File: src/rtl/mmp_iddmm_pkg.sv
`default_nettype none
// ============================================================================
// Module      : mmp_iddmm_pkg
// Description : Shared types and constants for the IDDMM Montgomery
//               multiplier final-subtraction responder.
//               - state_t : FSM state encoding for mmp_iddmm_sub
//               - c_WD    : default word width (bits)
//               - c_N     : default words per operand
//               - c_AW    : default word address width
// Revision    : 1.0 - initial release
// ============================================================================
package mmp_iddmm_pkg;

    localparam int c_WD = 128;
    localparam int c_N  = 32;
    localparam int c_AW = 5;

    typedef enum logic [2:0] {
        IDLE   = 3'd0,
        SCAN   = 3'd1,
        SDRAIN = 3'd2,
        DECIDE = 3'd3,
        OUT    = 3'd4,
        ODRAIN = 3'd5,
        DONE   = 3'd6
    } state_t;

endpackage
`default_nettype wire

File: src/rtl/mmp_iddmm_sub_dly.sv
`default_nettype none
// ============================================================================
// Module      : mmp_iddmm_sub_dly
// Description : RD_LAT-deep register delay line. Carries the read tag
//               {valid, last, addr} alongside the RAM read so the tag lines
//               up with the returned data word.
// Ports       : clk  - clock
//               rst  - asynchronous active-high reset (clears all stages)
//               d_i  - tag entering the line (same cycle as rd_ena)
//               q_o  - tag leaving the line (same cycle as read data)
// Revision    : 1.0 - initial release
// ============================================================================
module mmp_iddmm_sub_dly #(
    parameter int RD_LAT = 1,
    parameter int W      = 7
) (
    input  logic         clk,
    input  logic         rst,
    input  logic [W-1:0] d_i,
    output logic [W-1:0] q_o
);

    logic [W-1:0] pipe_q [RD_LAT];

    genvar g;
    generate
        for (g = 0; g < RD_LAT; g++) begin : g_stage
            if (g == 0) begin : g_first
                always_ff @(posedge clk or posedge rst) begin
                    if (rst) pipe_q[0] <= '0;
                    else     pipe_q[0] <= d_i;
                end
            end else begin : g_next
                always_ff @(posedge clk or posedge rst) begin
                    if (rst) pipe_q[g] <= '0;
                    else     pipe_q[g] <= pipe_q[g-1];
                end
            end
        end
    endgenerate

    assign q_o = pipe_q[RD_LAT-1];

endmodule
`default_nettype wire

File: src/rtl/mmp_iddmm_sub.sv
`default_nettype none
// ============================================================================
// Module      : mmp_iddmm_sub
// Description : Final conditional subtraction for the IDDMM Montgomery
//               multiplier. On a comp_req rising edge it scans A and M to
//               find whether {an, A} >= M, then streams A-M or A word by
//               word and pulses comp_end.
// Ports       : clk, rst (async, active high)
//               comp_req/comp_end - request level / one-cycle done pulse
//               an                - top carry of the result, sampled at start
//               rd_ena/rd_addr    - shared read port for the A and M RAMs
//               a_rdata/m_rdata   - RAM data, RD_LAT cycles after rd_ena
//               res_valid/addr/data/last - result word stream
//               busy              - high from start through the comp_end cycle
// Config      : MMP_SUB_SKIP_EN - when defined, a no-subtract decision goes
//               straight to DONE (A is already the result in RAM). Default
//               build always runs the output pass (constant time).
// Revision    : 1.0 - initial release
// ============================================================================
module mmp_iddmm_sub
    import mmp_iddmm_pkg::*;
#(
    parameter int WD     = c_WD,
    parameter int N      = c_N,
    parameter int AW     = c_AW,
    parameter int RD_LAT = 1
) (
    input  logic          clk,
    input  logic          rst,
    input  logic          comp_req,
    output logic          comp_end,
    input  logic          an,
    output logic          rd_ena,
    output logic [AW-1:0] rd_addr,
    input  logic [WD-1:0] a_rdata,
    input  logic [WD-1:0] m_rdata,
    output logic          res_valid,
    output logic [AW-1:0] res_addr,
    output logic [WD-1:0] res_data,
    output logic          res_last,
    output logic          busy
);

    localparam logic [AW-1:0] c_LAST  = AW'(N - 1);
    localparam logic [2:0]    c_DRAIN = 3'(RD_LAT - 1);
    localparam int            c_TW    = AW + 2;

    state_t        state_q;
    logic          comp_req_q;
    logic          an_q;
    logic          borrow_q;
    logic          sel_sub_q;
    logic          rd_ena_q;
    logic [AW-1:0] rd_addr_q;
    logic [2:0]    drain_q;
    logic          comp_end_q;
    logic          busy_q;

    logic [c_TW-1:0] w_tag_in;
    logic [c_TW-1:0] w_tag_out;
    logic            w_ret_valid;
    logic            w_ret_last;
    logic [AW-1:0]   w_ret_addr;
    logic [WD:0]     w_diff;
    logic            w_sel;
    logic            w_out_pass;

    assign w_tag_in = {rd_ena_q, (rd_addr_q == c_LAST), rd_addr_q};

    mmp_iddmm_sub_dly #(
        .RD_LAT (RD_LAT),
        .W      (c_TW)
    ) u_dly (
        .clk (clk),
        .rst (rst),
        .d_i (w_tag_in),
        .q_o (w_tag_out)
    );

    assign {w_ret_valid, w_ret_last, w_ret_addr} = w_tag_out;

    // One word of the borrow chain, evaluated on each returned word pair.
    assign w_diff = {1'b0, a_rdata} - {1'b0, m_rdata} - {{WD{1'b0}}, borrow_q};

    // {an, A} >= M when the top carry is set or the scan left no borrow.
    assign w_sel = an_q | ~borrow_q;

    // Words returning during OUT/ODRAIN belong to the output pass; scan-pass
    // returns always land in SCAN/SDRAIN.
    assign w_out_pass = (state_q == OUT) || (state_q == ODRAIN);

    always_ff @(posedge clk or posedge rst) begin
        if (rst) begin
            state_q    <= IDLE;
            comp_req_q <= 1'b0;
            an_q       <= 1'b0;
            borrow_q   <= 1'b0;
            sel_sub_q  <= 1'b0;
            rd_ena_q   <= 1'b0;
            rd_addr_q  <= '0;
            drain_q    <= '0;
            comp_end_q <= 1'b0;
            busy_q     <= 1'b0;
        end else begin
            comp_req_q <= comp_req;
            comp_end_q <= 1'b0;
            if (w_ret_valid) borrow_q <= w_diff[WD];
            case (state_q)
                IDLE: begin
                    if (comp_req && !comp_req_q) begin
                        an_q      <= an;
                        borrow_q  <= 1'b0;
                        busy_q    <= 1'b1;
                        rd_ena_q  <= 1'b1;
                        rd_addr_q <= '0;
                        state_q   <= SCAN;
                    end
                end
                SCAN: begin
                    if (rd_addr_q == c_LAST) begin
                        rd_ena_q <= 1'b0;
                        drain_q  <= '0;
                        state_q  <= SDRAIN;
                    end else begin
                        rd_addr_q <= rd_addr_q + AW'(1);
                    end
                end
                SDRAIN: begin
                    if (drain_q == c_DRAIN) state_q <= DECIDE;
                    else                    drain_q <= drain_q + 3'd1;
                end
                DECIDE: begin
                    sel_sub_q <= w_sel;
                    borrow_q  <= 1'b0;
`ifdef MMP_SUB_SKIP_EN
                    if (!w_sel) begin
                        comp_end_q <= 1'b1;
                        state_q    <= DONE;
                    end else begin
                        rd_ena_q  <= 1'b1;
                        rd_addr_q <= '0;
                        state_q   <= OUT;
                    end
`else
                    rd_ena_q  <= 1'b1;
                    rd_addr_q <= '0;
                    state_q   <= OUT;
`endif
                end
                OUT: begin
                    if (rd_addr_q == c_LAST) begin
                        rd_ena_q <= 1'b0;
                        drain_q  <= '0;
                        state_q  <= ODRAIN;
                    end else begin
                        rd_addr_q <= rd_addr_q + AW'(1);
                    end
                end
                ODRAIN: begin
                    if (drain_q == c_DRAIN) begin
                        comp_end_q <= 1'b1;
                        state_q    <= DONE;
                    end else begin
                        drain_q <= drain_q + 3'd1;
                    end
                end
                DONE: begin
                    busy_q  <= 1'b0;
                    state_q <= IDLE;
                end
                default: state_q <= IDLE;
            endcase
        end
    end

    assign comp_end  = comp_end_q;
    assign busy      = busy_q;
    assign rd_ena    = rd_ena_q;
    assign rd_addr   = rd_addr_q;

    // Result stream is aligned to the returned word and forced to zero
    // whenever no word is presented.
    assign res_valid = w_ret_valid & w_out_pass;
    assign res_addr  = res_valid ? w_ret_addr : '0;
    assign res_last  = res_valid & w_ret_last;
    assign res_data  = !res_valid ? '0 : (sel_sub_q ? w_diff[WD-1:0] : a_rdata);

endmodule
`default_nettype wire

File: config.mk
export PLATFORM = sky130hd
export DESIGN_NAME = mmp_iddmm_sub
export DESIGN_NICKNAME = d
export VERILOG_FILES = /design/src/rtl/mmp_iddmm_pkg.sv /design/src/rtl/mmp_iddmm_sub_dly.sv /design/src/rtl/mmp_iddmm_sub.sv
export SDC_FILE = /design/constraint.sdc
export NUM_CORES = 1
export LEC_CHECK = 0
export BUFFER_PORTS_ARGS = -buffer_cell sky130_fd_sc_hd__buf_2
export CORE_ASPECT_RATIO = 1.1
export CORE_UTILIZATION = 50
export DETAILED_ROUTE_END_ITERATION = 8
export PLACE_DENSITY = 0.81
export REMOVE_ABC_BUFFERS = 1
export SLEW_MARGIN = 20
export SYNTH_ARGS = -nofsm -noshare
export SYNTH_HDL_FRONTEND = slang
export SYNTH_SLANG_ARGS = --single-unit
File: constraint.sdc
create_clock -name clk -period 5.1 [get_ports clk]
set_clock_uncertainty 0.1 [all_clocks]
set_input_delay 0.51 -clock clk [delete_from_list [all_inputs] [get_ports clk]]
set_output_delay 0.51 -clock clk [all_outputs]
set_load 0.005 [all_outputs]
-- Yosys cells after proc, flatten, opt, wreduce, memory -nomap -nowiden
Cells that the tools add are included.
- multiplexer cells: 24
- reductions and logical operators: 16
- equality and inequality tests: 15
- $add $sub $neg: 4
- bitwise logic cells: 4
- operator list (cell ; count):
    128-bit two-way mux ; 2
    128-bit by 128-bit subtractor with 129-bit output ; 1
    129-bit by 1-bit subtractor with 129-bit output ; 1
    3-bit two-way mux ; 7
    3-bit case mux with 6 select lines ; 1
    5-bit two-way mux ; 3
    5-bit case mux with 3 select lines ; 1
    3-bit equality test (second input constant) ; 3
    3-bit AND reduction ; 3
    2-bit by 1-bit != test with 1-bit output (second input constant) ; 4
    2-bit != test (second input constant) ; 4
    3-bit by 2-bit equality test with 1-bit output (second input constant) ; 2
    3-bit logical NOT ; 2
    1-bit two-way mux ; 6
    3-bit case mux with 2 select lines ; 1
    5-bit by 1-bit adder with 5-bit output (second input constant) ; 1
    5-bit equality test (second input constant) ; 1
    5-bit AND reduction ; 1
    1-bit case mux with 2 select lines ; 2
    2-bit AND reduction ; 2
    2-bit nonzero test ; 2
    2-bit OR reduction ; 2
    3-bit by 1-bit adder with 3-bit output (second input constant) ; 1
    3-bit by 1-bit equality test with 1-bit output (second input constant) ; 1
    8 further kinds ; 9
- logic and storage cells: 74
- register bits: 25

-- Longest topological paths before layout
Gate-level depths: netlist of run 1.
- word-level depth: 5
- gate-level depth with buffers: 18

-- By module
Synthesis of run 1 repeated with hierarchy kept, for this count alone.
- cell total of the unflattened synthesis: 2279
- area, all modules: 14542.7 µm²
- modules (own cells, without submodules) (module ; cells an instance ; instances ; sequential area each (µm²) ; area each (µm²)):
    mmp_iddmm_sub ; 2271 ; 1 ; 450.4 ; 14363.8
    mmp_iddmm_sub_dly ; 8 ; 1 ; 175.2 ; 178.9

-- Worst setup path after synthesis of run 1
OpenSTA, ideal clock, no wires.
- path kind: input-to-output
- start point: input port m_rdata[0]
- end point: output port res_data[120]
- arrival: 4.411 ns
- path slack: 0.079 ns
- cell stages on the path: 17
- cells stage by stage: inv_1 -> fa_1 -> inv_1 -> ha_1 -> or2_2 -> fa_1 -> nand2b_1 -> a21oi_2 -> a211oi_1 -> o41ai_2 -> nor2_1 -> a31oi_2 -> o21ai_1 -> a41o_1 -> a31o_1 -> or3_1 -> a32o_1
- cells in the longest elaborated chain, start to end: 4
- ends and longest elaborated chain (item ; RTL line ; text):
    start: declaration ; mmp_iddmm_sub.sv:36 ; input logic [WD-1:0] m_rdata,
    128-bit by 128-bit subtractor with 129-bit output ; mmp_iddmm_sub.sv:83 ; assign w_diff = {1'b0, a_rdata} - {1'b0, m_rdata} - {{WD{1'b0}}, borrow_q};
    129-bit by 1-bit subtractor with 129-bit output ; mmp_iddmm_sub.sv:83 ;
    128-bit two-way mux (2 in a row) ; mmp_iddmm_sub.sv:186 ; assign res_data = !res_valid ? '0 : (sel_sub_q ? w_diff[WD-1:0] : a_rdata);
    end: declaration ; mmp_iddmm_sub.sv:39 ; output logic [WD-1:0] res_data,
No other way between the ends.

-- Worst setup path in the final report of run 1
- start point: input port a_rdata[0]
- end point: output port res_data[120]
- cells in the longest elaborated chain, start to end: 4
- ends and longest elaborated chain (item ; RTL line ; text):
    start: declaration ; mmp_iddmm_sub.sv:35 ; input logic [WD-1:0] a_rdata,
    128-bit by 128-bit subtractor with 129-bit output ; mmp_iddmm_sub.sv:83 ;
    129-bit by 1-bit subtractor with 129-bit output ; mmp_iddmm_sub.sv:83 ;
    128-bit two-way mux (2 in a row) ; mmp_iddmm_sub.sv:186 ;
No other way between the ends.

==> flow_metrics.py, run 1 <==
metrics = {
    "clocking": {
        "cts_hold_buf": 0,
        "cts_buffers": 3,
        "clock-sinks": 25,
        "cts_tree": "built",
        "clkLatencyLatePin_ns": 0.26,
        "clkTransAtPathRegs_ns": 0.06,
        "root_buffer": "clkbuf_16",
        "clockBufferDepth": 2,
        "cts_htree_levels": 1,
    },
    "placement": {
        "gp_congestion": 0.988,
        "portBuffers": 402,
        "placed_area_mm2": 0.0164,
        "pre_cts_ws_ns": -0.364,
        "post-dp-hpwl_um": 41700,
    },
    "timing": {
        "finalSetupViolations": 0,
        "slew_headroom_pct": 31.5,
        "slew_violations": 0,
        "layout_setup_ws_ns": 0.155,
        "clock.fmax_mhz": 202,
        "hold_violations": 0,
        "rsz0062_at_grt": "true",
        "period_share_pct": 97.0,
        "timing.hold.ws_ns": 0.264,
        "fin_crit_ns": 4.95,
        "tightest_slew_ns": 1.03,
    },
    "power_and_ir_drop": {
        "share_comb_of_total_power_pct": 86.4,
        "power.clock.fraction_pct": 4.2,
        "power_frac_seq_pct": 9.4,
        "power.static_leakage_nw": 9.29,
        "p_sw_mw": 2.31,
        "p_sw_share_pct": 54.8,
        "p_int_mw": 1.91,
        "peakVddDrop_uv": 361,
        "cellPowerDensity_mw_per_mm2": 254,
    },
    "drt": {
        "wl_met3_um": 3220,
        "wl_per_cell_um": 16.8,
        "wl_met2_um": 23700,
        "drcViolationCount": 0,
        "ant_nets": 0,
        "wirelength_um": 48400,
        "routed.top_layer": "met5",
        "drtIter0Drc": 949,
        "avgViaCountPerCell": 5.57,
        "wirelength_met1_um": 20400,
        "drt_pass1_iterations": 6,
        "dr_total_vias": 16000,
    },
    "critical_path": {
        "critPathBufInv": 3,
        "crit_chain": "buf_8 > fa_1 > inv_1 > ha_2 > or2_4 > fa_2 > nand2b_4 > a21oi_4 > a211oi_4 > o41ai_2 > nor2_1 > a31oi_2 > o21ai_2 > a41o_1 > a31o_1 > or3_1 > a32o_2 > buf_2",
        "cp-end-kind": "output pin",
        "cp-start-kind": "input pin",
        "r2r_cells": 18,
        "crit_required_ns": 4.49,
        "slowest_stage": "fa_1",
        "max_stage_delay_ns": 0.55,
        "critPathMaxFanout": 4,
        "path_class": "input pin to output pin",
        "cp.arrival_ns": 4.34,
        "cp.depth": 18,
        "crit_family": "compound AO/OA/AOI/OAI gates",
    },
    "floorplan": {
        "fp.dieArea_mm2": 0.0284,
        "dieHeight_um": 177,
        "io_pins": 403,
        "start_util_pct": 51.2,
        "core_area_mm2": 0.0271,
        "row_count": 63,
        "die_x_um": 161,
    },
    "global_route": {
        "antenna_found_initial": 7,
        "grt_usage_pct": 32.5,
        "grt_remaining_overflow": 0,
        "grt_pass1_vias": 15100,
        "grt_first_pass_wirelength_um": 75800,
        "grt_max_degree": 64,
    },
    "cells_and_area": {
        "fin_util_pct": 61.3,
        "fin_nets": 3030,
        "design_area_mm2": 0.0166,
        "area_growth_pct": 19.8,
        "drive_above_1_share_pct": 20.5,
    },
    "synthesis": {
        "syn-cell-area_mm2": 0.0139,
        "synth-edff-count": 0,
        "yosys.area.top_type": "ha_1",
        "synthCells": 2144,
        "async_reset_ff_share_pct": 100,
        "synth.area.top_cells": "ha_1 23%, inv_1 11%, a21oi_1 6.6%",
        "avgSynthCellArea_um2": 6.47,
        "synth_ff_type": "dfrtp_1",
        "synth_top_area_share_pct": 23.3,
        "ys_ff_latch": 25,
        "seq_area_frac_synth_pct": 4.51,
        "post_synth_num_cell_types": 77,
        "yosys_warnings": 0,
    },
    "worst_hold_path": {
        "hold_path_depth": 1,
        "hp-class": "input pin to flop",
    },
    "status": {
        "status": "finished, final reports clean",
    },
    "job": {
        "maxCapViolCount": 0,
    },
}
[power by group through the flow]
stage	clock (mW)	combinational [mW]	sequential, mW
5_1_grt	0.185	4.00	0.405
2_1_floorplan	0	2.31	0.407
3_3_place_gp	0	3.52	0.391
6_report	0.178	3.64	0.397
3_5_place_dp	0	3.55	0.394
4_1_cts	0.178	3.58	0.392
[cell families after synthesis]
group | share of synthesized area (%)
compound gates | 26.7
xor+xnor | 7.76
fa+ha+maj | 23.6
buf+inv | 14.3
flops | 4.51
mux | 5.01
simple gates | 18.2
[path summary, 6_finish.rpt]
check                                         from                     end  slack [ns]
worst max-delay path                    a_rdata[0]           res_data[120]        0.15
worst min register to register  rd_ena$_DFFE_PP0P_  u_dly.q_o[6]$_DFF_PP0_        0.33
min in group asynchronous                      rst  u_dly.q_o[3]$_DFF_PP0_        0.35
max in group asynchronous                      rst   sel_sub_q$_DFFE_PP0P_        3.87
worst min-delay path                      comp_req    comp_req_q$_DFF_PP0_        0.26
worst max register to register  borrow_q$_DFF_PP0_      borrow_q$_DFF_PP0_        0.96
[state kept, by name, summed over array words and instances (netlist names)]
name        flops
u_dly.q_o       7
rd_addr         5
drain_q         3
state_q         3
an_q            1
borrow_q        1
busy            1
comp_end        1
comp_req_q      1
rd_ena          1
sel_sub_q       1
[synthesized netlist by cell type (all sizes together), types with 25 or more instances]
cell type and instances:
a21o 69, a21oi 187, clkbuf 83, dfrtp 25, ha 258, inv 422, mux2i 65, nand2 208
nand4 51, nor2 167, nor3 26, o21ai 160, o21bai 34, xnor2 72, xor2 51
[placed cells by master (no fill, tap or decap), drive strengths merged, types with 4 or more instances in the layout]
| master | netlist | routed |
|---|---|---|
| o21ai | 160 | 160 |
| a221o | 5 | 5 |
| dfrtp | 25 | 25 |
| nor4 | 8 | 8 |
| buf | 16 | 460 |
| xor2 | 51 | 51 |
| o21a | 15 | 15 |
| a22o | 7 | 7 |
| and2 | 7 | 7 |
| xnor2 | 72 | 72 |
| ha | 258 | 258 |
| nand2b | 12 | 12 |
| a21oi | 187 | 187 |
| nand4 | 51 | 51 |
| mux2 | 4 | 4 |
| diode | 0 | 5 |
| o31ai | 15 | 15 |
| and3 | 21 | 21 |
| a21o | 69 | 69 |
| nor2 | 167 | 167 |
| o211ai | 6 | 6 |
| a211oi | 14 | 14 |
| a21boi | 12 | 12 |
| inv | 422 | 422 |
| nor2b | 13 | 13 |
| mux2i | 65 | 65 |
| nor3 | 26 | 26 |
| or2 | 5 | 5 |
| or3 | 10 | 10 |
| a221oi | 4 | 4 |
| nand2 | 208 | 208 |
| o41ai | 9 | 9 |
| a31oi | 14 | 14 |
| o31a | 4 | 4 |
| o21bai | 34 | 34 |
| nand3 | 23 | 23 |
[worst register-to-register path, delay by kind of cell, from the launching register on]
kind | cells | cell delay [ns]
multiplexers | 1 | 0.22
AND/OR/NAND/NOR | 4 | 0.60
AO/OA/AOI/OAI | 8 | 1.53
adder cells (fa/ha/maj) | 3 | 0.98
flip-flops | 1 | 0.37
buffers and inverters | 2 | 0.21
[routing by layer]
| metal | vias to the layer above | track usage, % |
|---|---|---|
| li1 | 7991 | - |
| met1 | 7296 | 40.4 |
| met2 | 631 | 60.2 |
| met3 | 69 | 3.37 |
| met4 | 6 | 6.56 |
| met5 | - | 0 |
[layout make-up]
type / count / area, µm²
multi-input combinational: 1598 / 11400
fill: 2656 / 10500
timing repair buffer: 460 / 2460
inverter: 422 / 1580
sequential: 25 / 629
tap: 357 / 447
clock buffer: 3 / 75.1
antenna: 5 / 12.5
clock inverter: 1 / 7.51
[what timing repair did]
action,CTS,global route
setup endpoints to repair,23,36
pin swaps,8,6
gates cloned,0,0
gates resized for setup,12,19
buffers inserted,1,4
[metrics by stage]
stage               power (mW)  cells  TNS [ns]
finish                    4.22   2871         0
global route              4.59   2868   -0.0747
CTS                       4.16   2862         0
detailed placement        3.94   2857     -2.82
global placement          3.91   2857     -1.42
floorplan                 2.71   2045     -1.19
Note: power is estimated with default switching activity, not from simulation.
==> run 2: changes to the inputs <==
--- a/config.mk
+++ b/config.mk
@@ -10,6 +10,7 @@
 export CORE_UTILIZATION = 50
 export DETAILED_ROUTE_END_ITERATION = 8
 export PLACE_DENSITY = 0.81
+export RECOVER_POWER = 100
 export REMOVE_ABC_BUFFERS = 1
 export SLEW_MARGIN = 20
 export SYNTH_ARGS = -nofsm -noshare
==> flow_metrics.py, run 2 (synthesized netlist as in run 1, its figures left out) <==
metrics = {
    "status": {
        "status": "finished, final reports clean",
    },
    "floorplan": {
        "dieHeight_um": 177,
        "start_util_pct": 51.2,
        "row_count": 63,
        "die_x_um": 161,
        "io_pins": 403,
        "fp.dieArea_mm2": 0.0284,
        "core_area_mm2": 0.0271,
    },
    "timing": {
        "finalSetupViolations": 0,
        "clock.fmax_mhz": 202,
        "timing.hold.ws_ns": 0.265,
        "tightest_slew_ns": 1.35,
        "hold_violations": 0,
        "rsz0062_at_grt": "true",
        "period_share_pct": 96.9,
        "timing.setup.tns_ns": 0,
        "slew_headroom_pct": 9.71,
        "slew_violations": 0,
        "fin_crit_ns": 4.94,
        "layout_setup_ws_ns": 0.157,
    },
    "clocking": {
        "clkTransAtPathRegs_ns": 0.06,
        "root_buffer": "clkbuf_16",
        "cts_htree_levels": 1,
        "clock-sinks": 25,
        "clkLatencyLatePin_ns": 0.26,
        "clockBufferDepth": 2,
        "cts_tree": "built",
        "cts_buffers": 3,
        "cts_hold_buf": 0,
    },
    "critical_path": {
        "cp-end-kind": "output pin",
        "max_stage_delay_ns": 0.55,
        "crit_family": "compound AO/OA/AOI/OAI gates",
        "critPathMaxFanout": 4,
        "crit_required_ns": 4.49,
        "r2r_cells": 18,
        "cp.arrival_ns": 4.33,
        "slowest_stage": "fa_1",
        "critPathBufInv": 3,
        "crit_path_start": "a_rdata[0]",
        "path_class": "input pin to output pin",
        "cp-start-kind": "input pin",
        "crit_chain": "buf_8 > fa_1 > inv_1 > ha_2 > or2_4 > fa_2 > nand2b_4 > a21oi_4 > a211oi_4 > o41ai_2 > nor2_1 > a31oi_2 > o21ai_2 > a41o_1 > a31o_1 > or3_1 > a32o_2 > buf_2",
        "cp.depth": 18,
        "r2r-start": "borrow_q$_DFF_PP0_",
    },
    "cells_and_area": {
        "area_growth_pct": 19.6,
        "final_cell_mix": "421 x inv_1, 379 x buf_2, 257 x ha_1",
        "final_cells": 2871,
        "final_common_cell": "inv_1",
        "nFillCells": 2659,
        "fin_util_pct": 61.2,
        "multi_input_area_mm2": 0.0114,
        "design_area_mm2": 0.0166,
        "largest_reg_flops": 7,
        "drive_above_1_share_pct": 19.9,
        "fin_nets": 3030,
        "seqCellArea_um2": 629,
    },
    "power_and_ir_drop": {
        "power.total_mw": 4.21,
        "power.static_leakage_nw": 9.23,
        "cellPowerDensity_mw_per_mm2": 254,
        "peakVddDrop_uv": 355,
    },
    "drt": {
        "wl_per_cell_um": 16.8,
        "drcViolationCount": 0,
        "drtIter0Drc": 938,
        "avgViaCountPerCell": 5.58,
        "ant_nets": 0,
        "drt_pass1_iterations": 7,
        "dr_total_vias": 16000,
        "wirelength_um": 48300,
    },
    "placement": {
        "placed_area_mm2": 0.0164,
        "dp.cells": 2857,
        "portBuffers": 402,
        "pre_cts_ws_ns": -0.364,
        "gp_congestion": 0.988,
        "post-dp-hpwl_um": 41700,
    },
    "global_route": {
        "grt_usage_pct": 32.5,
        "grt_max_degree": 64,
        "grt_remaining_overflow": 0,
        "grt_first_pass_wirelength_um": 75800,
        "antenna_found_initial": 7,
        "grt_pass1_vias": 15100,
    },
    "worst_hold_path": {
        "holdCritStartpoint": "comp_req",
        "hp-class": "input pin to flop",
        "hold_path_depth": 1,
    },
    "job": {
        "maxCapViolCount": 0,
    },
}
-- run 2: cell count changes in the layout (fill, tap and decap cells not counted) --
cell      delta
buf_4        -1
clkbuf_1    +15
nand2_1      +1
nand2_4      -1
buf_2       -22
clkbuf_2     +8
-- run 2: final cells by class --
class | count | share of cell area [%]
antenna | 5 | 0.0754
tap | 357 | 2.69
clock buffer | 3 | 0.452
sequential | 25 | 3.79
inverter | 422 | 9.55
clock inverter | 1 | 0.0452
multi-input combinational | 1598 | 68.7
timing repair buffer | 460 | 14.7
-- run 2: final timing paths --
| kind | end | slack (ns) |
|---|---|---|
| setup / recovery | res_data[120] | 0.16 |
| min in group asynchronous | u_dly.q_o[3]$_DFF_PP0_ | 0.35 |
| hold / removal | comp_req_q$_DFF_PP0_ | 0.26 |
| max in group asynchronous | sel_sub_q$_DFFE_PP0P_ | 3.87 |
| setup reg to reg | borrow_q$_DFF_PP0_ | 0.96 |
| hold reg to reg | u_dly.q_o[6]$_DFF_PP0_ | 0.33 |
-- run 2: where the power goes --
| group | total [mW] | leakage (nW) | internal, mW | switching, mW |
|---|---|---|---|---|
| registers | 0.399 | 0.311 | 0.256 | 0.143 |
| clock network | 0.176 | 0.0371 | 0.107 | 0.0700 |
| logic | 3.63 | 8.88 | 1.54 | 2.10 |
| total | 4.21 | 9.23 | 1.90 | 2.31 |
-- run 2: metal layers --
layer / vias up / wire, µm / GRT usage, % / part of all wire [%]
met3: 74 / 3230 / 3.37 / 6.7
met4: 6 / 1060 / 6.56 / 2.2
met1: 7325 / 20300 / 40.4 / 42
li1: 7989 / - / - / -
met2: 631 / 23700 / 60.2 / 49
met5: - / 37 / 0 / 0.077
-- run 2: worst reg2reg max path, cell delays in order, from the launching register on --
cell	delay, ns
dfrtp_1	0.37
inv_2	0.08
fa_1	0.43
ha_1	0.21
or2_4	0.25
fa_2	0.34
nand2b_4	0.17
a21oi_4	0.16
a211oi_4	0.09
o41ai_2	0.27
nor2_1	0.12
a31oi_2	0.25
o21ai_2	0.11
a41o_1	0.24
a31o_1	0.23
buf_4	0.13
o21ai_1	0.18
mux2i_1	0.22
nand2_1	0.07
-- run 2: what timing repair did --
action / CTS / global route
resized for setup: 12 / 19
pin swaps: 8 / 6
setup endpoints to repair: 23 / 36
setup buffers: 1 / 4
